$ cat config.mk
export PLATFORM = sky130hd
export DESIGN_NAME = sys_reset_seq
export DESIGN_NICKNAME = d
export VERILOG_FILES = /design/src/rtl/sys_reset_seq.sv
export SDC_FILE = /design/constraint.sdc
export NUM_CORES = 1
export LEC_CHECK = 0
export BUFFER_PORTS_ARGS = -buffer_cell sky130_fd_sc_hd__buf_4
export CORE_MARGIN = 4
export CORE_UTILIZATION = 50
export CTS_CLUSTER_DIAMETER = 30
export CTS_CLUSTER_SIZE = 25
export DETAILED_ROUTE_END_ITERATION = 8
export GPL_TIMING_DRIVEN = 0
export PLACE_DENSITY = 0.66
export SETUP_SLACK_MARGIN = 0.4
export SLEW_MARGIN = 20
export SYNTH_ARGS = -nofsm -noshare
export SYNTH_HDL_FRONTEND = slang
export SYNTH_SLANG_ARGS = --single-unit
$ cat constraint.sdc
create_clock -name clk -period 2.2 [get_ports clk]
set_clock_uncertainty 0.15 [all_clocks]
set_input_delay 0.44 -clock clk [delete_from_list [all_inputs] [get_ports clk]]
set_output_delay 0.44 -clock clk [all_outputs]
set_load 0.01 [all_outputs]
$ cat src/rtl/sys_reset_seq.sv
// ---------------------------------------------------------------------------
// sys_reset_seq
//
// Purpose:
//   Reset and clock-enable sequencer for the main system clock domain. It
//   turns the asynchronous board reset pin into a sequenced core reset and a
//   later peripheral reset. Once running, it produces a periodic single-cycle
//   peripheral clock enable, so downstream logic needs no divided clocks.
//   Software can request a timed reset while running.
//
// Optional feature:
//   Define RST_SEQ_WDT_EN to build the watchdog. If nobody strobes wdt_kick
//   for WDT_CYCLES cycles while running, the watchdog forces a one-cycle
//   software-style reset. Without the macro there is no watchdog logic,
//   wdt_kick is ignored and reset_cause never reads 11.
//
// Ports:
//   clk            in   system clock
//   rst_n          in   board reset pin, asynchronous, active-low
//   sw_rst_req     in   software reset request, honoured only in RUN
//   sw_rst_cycles  in   [7:0] software reset hold length, 0 behaves as 1
//   wdt_kick       in   watchdog service strobe
//   rst_core_n     out  core reset, active-low
//   rst_periph_n   out  peripheral reset, active-low
//   periph_tick    out  single-cycle peripheral clock enable
//   state          out  [1:0] HOLD=00, SETTLE=01, RUN=10, SW_RESET=11
//   reset_cause    out  [1:0] 01 pin, 10 software, 11 watchdog
// ---------------------------------------------------------------------------
module sys_reset_seq #(
  parameter int SYNC_STAGES   = 2,
  parameter int SETTLE_CYCLES = 16,
  parameter int PERIPH_DIV    = 22,
  parameter int WDT_CYCLES    = 1024
) (
  input  logic       clk,
  input  logic       rst_n,
  input  logic       sw_rst_req,
  input  logic [7:0] sw_rst_cycles,
  input  logic       wdt_kick,
  output logic       rst_core_n,
  output logic       rst_periph_n,
  output logic       periph_tick,
  output logic [1:0] state,
  output logic [1:0] reset_cause
);

  typedef enum logic [1:0] {
    HOLD     = 2'b00,
    SETTLE   = 2'b01,
    RUN      = 2'b10,
    SW_RESET = 2'b11
  } state_t;

  localparam int SCW = (SETTLE_CYCLES > 1) ? $clog2(SETTLE_CYCLES) : 1;
  localparam int DCW = (PERIPH_DIV > 1) ? $clog2(PERIPH_DIV) : 1;
  localparam logic [SCW-1:0] SETTLE_LAST = SCW'(SETTLE_CYCLES - 1);
  localparam logic [DCW-1:0] DIV_LAST    = DCW'(PERIPH_DIV - 1);

  state_t                 fsm;
  logic [SYNC_STAGES-1:0] sync;
  logic                   sync_done;
  logic [SCW-1:0]         settle_cnt;
  logic [DCW-1:0]         div_cnt;
  logic [DCW-1:0]         div_next;
  logic [7:0]             hold_cnt;
  logic [7:0]             hold_len;
  logic                   wdt_expire;

  assign state     = fsm;
  assign sync_done = sync[SYNC_STAGES-1];
  assign div_next  = (div_cnt == DIV_LAST) ? '0 : div_cnt + 1'b1;
  assign hold_len  = (sw_rst_cycles == 8'd0) ? 8'd1 : sw_rst_cycles;

  // Reset-deassertion synchronizer: clears immediately with the pin and
  // shifts ones in afterwards. A software reset leaves it untouched, so
  // those resets go straight to SETTLE without a second synchronizer delay.
  always_ff @(posedge clk or negedge rst_n) begin
    if (!rst_n) begin
      sync <= '0;
    end else begin
      sync <= {sync[SYNC_STAGES-2:0], 1'b1};
    end
  end

`ifdef RST_SEQ_WDT_EN
  localparam int WCW = (WDT_CYCLES > 1) ? $clog2(WDT_CYCLES) : 1;
  localparam logic [WCW-1:0] WDT_LAST = WCW'(WDT_CYCLES - 1);

  logic [WCW-1:0] wdt_cnt;

  // A kick on the expiry cycle still rescues the system.
  assign wdt_expire = (fsm == RUN) && !wdt_kick && (wdt_cnt == WDT_LAST);

  // Watchdog counter. It only counts unserviced RUN cycles and holds at
  // zero everywhere else, so every RUN entry starts a full timeout.
  always_ff @(posedge clk or negedge rst_n) begin
    if (!rst_n) begin
      wdt_cnt <= '0;
    end else if ((fsm != RUN) || wdt_kick || sw_rst_req || wdt_expire) begin
      wdt_cnt <= '0;
    end else begin
      wdt_cnt <= wdt_cnt + 1'b1;
    end
  end
`else
  logic unused_wdt;

  assign unused_wdt = wdt_kick | (WDT_CYCLES == 0);
  assign wdt_expire = 1'b0;
`endif

  // Main sequencer. All outputs are registered here.
  // In RUN, a software request takes priority over a watchdog expiry on the
  // same edge, so its hold length and cause are the ones recorded.
  // The peripheral reset releases on the edge after the first tick, which
  // gives peripherals one full tick period of running clock first.
  always_ff @(posedge clk or negedge rst_n) begin
    if (!rst_n) begin
      fsm          <= HOLD;
      settle_cnt   <= '0;
      div_cnt      <= '0;
      hold_cnt     <= '0;
      rst_core_n   <= 1'b0;
      rst_periph_n <= 1'b0;
      periph_tick  <= 1'b0;
      reset_cause  <= 2'b01;
    end else begin
      case (fsm)
        HOLD: begin
          if (sync_done) begin
            fsm        <= SETTLE;
            settle_cnt <= '0;
          end
        end

        SETTLE: begin
          if (settle_cnt == SETTLE_LAST) begin
            fsm         <= RUN;
            rst_core_n  <= 1'b1;
            div_cnt     <= '0;
            periph_tick <= (DIV_LAST == '0);
          end else begin
            settle_cnt <= settle_cnt + 1'b1;
          end
        end

        RUN: begin
          if (sw_rst_req || wdt_expire) begin
            fsm          <= SW_RESET;
            rst_core_n   <= 1'b0;
            rst_periph_n <= 1'b0;
            periph_tick  <= 1'b0;
            div_cnt      <= '0;
            hold_cnt     <= sw_rst_req ? hold_len : 8'd1;
            reset_cause  <= sw_rst_req ? 2'b10 : 2'b11;
          end else begin
            div_cnt     <= div_next;
            periph_tick <= (div_next == DIV_LAST);
            if (periph_tick) begin
              rst_periph_n <= 1'b1;
            end
          end
        end

        SW_RESET: begin
          if (hold_cnt <= 8'd1) begin
            fsm        <= SETTLE;
            settle_cnt <= '0;
          end else begin
            hold_cnt <= hold_cnt - 1'b1;
          end
        end

        default: begin
          fsm <= HOLD;
        end
      endcase
    end
  end

endmodule

Word-level counts from Yosys, hierarchy flattened. Cells that the tools add are included.

Muxes and demuxes: 25. Reduce and logical (&&, ||, !) cells: 13. Equal/unequal tests: 12. $lt $le $gt $ge: 1. Add/subtract/negate cells: 3.

Operators with widths (count): two-way mux 8 bit (3); case mux 8 bit (2 select lines) (1); two-way mux 5 bit (3); two-way mux 4 bit (3); != test 2 bit, second input constant (6); case mux 4 bit (3 select lines) (1); == test 5 bit, second input constant (2); case mux 5 bit (2 select lines) (1); <= comparator 8 x 1 -> 1 bit, second input constant (1); logical NOT 8 bit (1); two-way mux 2 bit (4); case mux 2 bit (4 select lines) (1); AND reduction 4 bit (2); subtractor 8 x 1 -> 8 bit, second input constant (1); two-way mux 1 bit (6); AND reduction 2 bit (3); AND reduction 3 bit (2); nonzero test 2 bit (3); adder 5 x 1 -> 5 bit, second input constant (1); adder 4 x 1 -> 4 bit, second input constant (1); == test 2 bit, second input constant (2); == test 4 bit, second input constant (1); case mux 1 bit (2 select lines) (2); nonzero test 3 bit (1); 2 further kinds (2).

Output and inout bits: 7. Logic and storage cells: 63. Input bits: 12. Bits in registers: 26.

Logic depth before layout (Yosys ltp).
Word-level depth: 5. Gate-level depth with buffers: 7.

Worst setup path before layout. Ideal clock, no wire load.

Kind: reg-to-reg. Start: register hold_cnt[4]. End: register hold_cnt[2]. Stages on the path, launching flop included: 5. Setup time: 0.135 ns. Buffers on the path: 0. Arrival: 1.603 ns. Setup slack: 0.313 ns. Data required time: 1.915 ns. Period minus slack after synthesis: 1.887 ns. Cell sequence: dfrtp_1 -> or4_4 -> o41a_4 -> a32oi_1 -> o21ai_0.

Word-level cells in the longest chain between the ends: 3.

Ends and longest elaborated chain: from (decl) (RTL line 65) `logic [7:0] hold_cnt;`; from (signal assigned) (RTL line 154) `hold_cnt <= sw_rst_req ? hold_len : 8'd1;`; from (signal assigned) (RTL line 170) `hold_cnt <= hold_cnt - 1'b1;`; <= comparator 8 x 1 -> 1 bit (RTL line 166) `if (hold_cnt <= 8'd1) begin`; != test 2 bit (no source line); AND reduction 3 bit (no source line).

No other way between the ends. A chain may end at the register's enable or synchronous reset.

Final worst setup path.
Start: register hold_cnt[7]. End: register settle_cnt[1].

Word-level cells in the longest chain between the ends: 3.

Ends and longest elaborated chain: <= comparator 8 x 1 -> 1 bit (RTL line 166); != test 2 bit (no source line); AND reduction 4 bit (no source line); to (signal assigned) (RTL line 143) `settle_cnt <= settle_cnt + 1'b1;`; to (decl) (RTL line 62) `logic [SCW-1:0] settle_cnt;`.

No other way between the ends.

==> run summary <==
In this run the horizontal extent of the chip is 64.8 um. The run gives 0 as the final count of hold timing violations. The logs give 1.98 ns for the data arrival time of the worst path and 3 for the number of buffers inserted during clock tree synthesis. sky130_fd_sc_hd__dfrtp_1 is the most common cell in the netlist. The tools report the level count of the clock H-tree as 1.

The fraction of post-synthesis cell area in the top cell type by area came out at 0.389. The count of nets left with antenna violations once routing finished came out at 0. The worst ir drop on vdd is 0.520 mV. The largest net degree at the start of global routing was 27. The first routing iteration left 73 violations.

The number of fillers in the final layout is 264. The critical path startpoint category is a flop. Setup repair after global routing could not meet its margin everywhere. The total overflow left after global routing is 0.

Count of pins over their slew limit: 0. For the overall routing resource usage, the log shows 0.193. After detailed routing, the number of vias per cell comes to 5.72. The first global-routing pass estimated 6360 um of wire. The sequential share of the synthesized area was 0.405. The number of enable flip-flop cells after synthesis was 0; the number of distinct standard cells referenced by the synthesized netlist was 48. The placed wire-length estimate is 2510 um. The final layout contains 231 nets. The startpoint of the tightest hold check path was sw_rst_req. The I/O pin total was 19. The number of endpoints failing setup at the final stage was 0.

The post-synthesis instance total was 171; the number of input and output port buffers inserted was 17. The vertical die dimension came out at 64.8 um. The logs give 0.862 for the placer's final routability congestion estimate and 0 for the initial antenna violation count. Relative to the synthesized area, the layout overhead comes to 25.6%. The top flip-flop cell by instance count after synthesis was sky130_fd_sc_hd__dfrtp_1.

The tools report the leakage power figure as 0.881 nW. In the synthesized netlist, the cells that appear most often are sky130_fd_sc_hd__dfrtp_1, sky130_fd_sc_hd__o21ai_0, sky130_fd_sc_hd__nand2_1. The run gives 26 as the total clock sinks.

TritonCTS built the clock tree. The synthesized design spends more area on one cell type than any other, namely sky130_fd_sc_hd__dfrtp_1. The share of layout cells above drive strength 1 is 0.295, and the max-cap violation count is 0. Path class of the lowest-slack min-delay path: primary input to flop.

Clock latency on the worst-skew pair, taken at its later pin, is 0.32 ns. Clock-pin slew was measured on the worst setup and hold paths at 0.14 ns. The run gives 2020 sq um as the final cell area excluding filler cells. Dividing total power by cell area gives a power density of 1270 nW/um^2. The path depth of the worst reg2reg path is 4, and the number of warning messages in the yosys log is 0. The mean post-synth cell area was 9.42 sq um. The number of antenna diodes in the final layout is 0. The data required time at the worst endpoint is 2.24 ns. The share of flip-flops with an asynchronous set or reset is 1.00, and the mapped cell area is 1610 sq um. The via count of the first global-routing pass was 1442. Row generation in the floorplan step produced 20 rows. For this run, design rule violations remaining after detail routing come to 0. For flop-to-flop paths, the worst setup slack is 0.27 ns. Adding up every negative setup slack in the final design gives 0 ns. The first detailed-routing pass took 4 iterations. Core footprint: 3080 sq um.

The run finished with clean final reports. The tools report the core utilization of the finished layout as 0.657. The run gives 0.138 ns as the worst hold slack. In this run the cell area measured after placement is 1790 sq um. The path type of the worst setup path was flop to flop. The pin slew with the least headroom to its limit works out to 0.657 ns. In this run, synthesis produced a sequential element count of 26. The ratio of final minimum period to clock period was 0.879. The number of nets in the synthesized netlist is 194.

The detailed-route via count is 1435, and the instance count along the most critical hold path is 2. The number of buffers on the longest clock path is 2. The tools report the worst hold path endpoint as rst_periph_n. The initial core utilization is 0.523, and the minimum clock period after layout is 1.93 ns. The largest fanout of any net on the critical path was 6. The worst register-to-register path ends at settle_cnt[1]. Endpoint class of the critical path: a flop.

The tree is rooted in a sky130_fd_sc_hd__clkbuf_4. The logs give 3730 um for the total length of routed wires and 0.558 for the headroom to the max-slew limit. The die covers 4190 sq um. In the final routed layout, each cell accounts on average for 14.9 um. The tools report the highest attainable clock frequency as 0.517 GHz.

The startpoint identified for the worst register-to-register timing path is hold_cnt[7]. Sorting the synthesized cells by area gives the leading types as sky130_fd_sc_hd__dfrtp_1, sky130_fd_sc_hd__ha_1, sky130_fd_sc_hd__o21ai_0.
==> what timing repair did <==
item	in CTS	in global routing
pin swaps	2	5
setup endpoints to repair	20	18
hold buffers	1	0
endpoints found under the hold margin	25	0
resized for setup	19	10
cloned	1	0
buffers inserted	8	5
==> layer usage <==
layer	routed length (um)	track usage	up-vias
li1	-	-	702
met1	1630	0.235	704
met2	1920	0.340	25
met3	144	0.0312	4
met4	37	0.0712	0
met5	0	0	-
==> power breakdown <==
group | total [W] | internal (W) | switching, W | leakage, nW
clock network | 0.000206 | 0.0000708 | 0.000135 | 0.0150
registers | 0.000788 | 0.000638 | 0.000150 | 0.319
logic | 0.00158 | 0.000711 | 0.000870 | 0.548
total | 0.00257 | 0.00142 | 0.00115 | 0.881
==> layout by cell type, fill, tap and decap left out, drive strengths merged, types with 2 or more instances in the layout <==
cell type / netlist / final
o21ai: 18 / 18
o22a: 2 / 2
nand2: 13 / 13
nor4: 2 / 2
and3: 2 / 2
a21oi: 9 / 9
a31oi: 5 / 5
a21o: 2 / 2
mux2i: 4 / 4
ha: 11 / 11
nor2: 10 / 10
nand4: 4 / 4
inv: 11 / 11
and2: 2 / 2
a41oi: 3 / 3
o211ai: 2 / 2
buf: 2 / 32
dfrtp: 25 / 25
nor3: 3 / 3
clkbuf: 4 / 9
nand3: 7 / 7
or4: 2 / 2
o221ai: 2 / 2
nand2b: 3 / 3
a32oi: 2 / 2
nor2b: 4 / 4
==> layout make-up <==
cell class              count  area (sq um)  area share
multi-input cells         127           963       0.476
flip-flops and latches     26           653       0.323
repair buffers             32           240       0.119
well taps                  44          55.1      0.0272
inverters                  12          46.3      0.0229
plain buffers               6          38.8      0.0192
clock buffers               4          26.3      0.0130
==> worst max-delay path, cell delays in order, from the launching register on <==
cell	delay, ns
sky130_fd_sc_hd__dfrtp_1	0.41
sky130_fd_sc_hd__or4_4	0.58
sky130_fd_sc_hd__o41a_4	0.41
sky130_fd_sc_hd__o21ai_1	0.14
sky130_fd_sc_hd__o221ai_1	0.12
==> registers in the layout, indices dropped and copies added (netlist names) <==
register / flops
rst_periph_n: 1
sync: 2
reset_cause: 2
hold_cnt: 8
periph_tick: 1
state: 2
div_cnt: 5
settle_cnt: 4
rst_core_n: 1
==> worst max-delay path by stage <==
stage                    endpoint  cells past startpoint         from  slack [ns]
detailed placement     div_cnt[4]                      6     state[0]        0.11
CTS                 settle_cnt[1]                      4  hold_cnt[5]        0.26
global placement       div_cnt[4]                      6     state[0]        0.18
global route             state[1]                      4  hold_cnt[7]        0.19
floorplan             hold_cnt[2]                      4  hold_cnt[5]        0.33
finish              settle_cnt[1]                      4  hold_cnt[7]        0.27
==> metrics by stage <==
step | power (W) | std cells | setup slack, ns
floorplan | 0.00169 | 171 | 0.327
global placement | 0.00198 | 232 | 0.180
detailed placement | 0.00202 | 232 | 0.108
CTS | 0.00244 | 246 | 0.264
global route | 0.00280 | 251 | 0.188
finish | 0.00257 | 251 | 0.266
==> kinds of logic (layout without fill, tap and decap cells) <==
kind of cell / Yosys count / count (layout) / synth area share
fa+ha+maj: 11 / 11 / 0.0855
xor+xnor: 2 / 2 / 0.0109
mux: 5 / 5 / 0.0319
simple gates: 54 / 54 / 0.178
compound gates: 54 / 54 / 0.238
flops: 26 / 26 / 0.405
buf+inv: 18 / 54 / 0.0489
other cells: 1 / 1 / 0.00233
No activity file was read; power rests on OpenSTA's default activity.
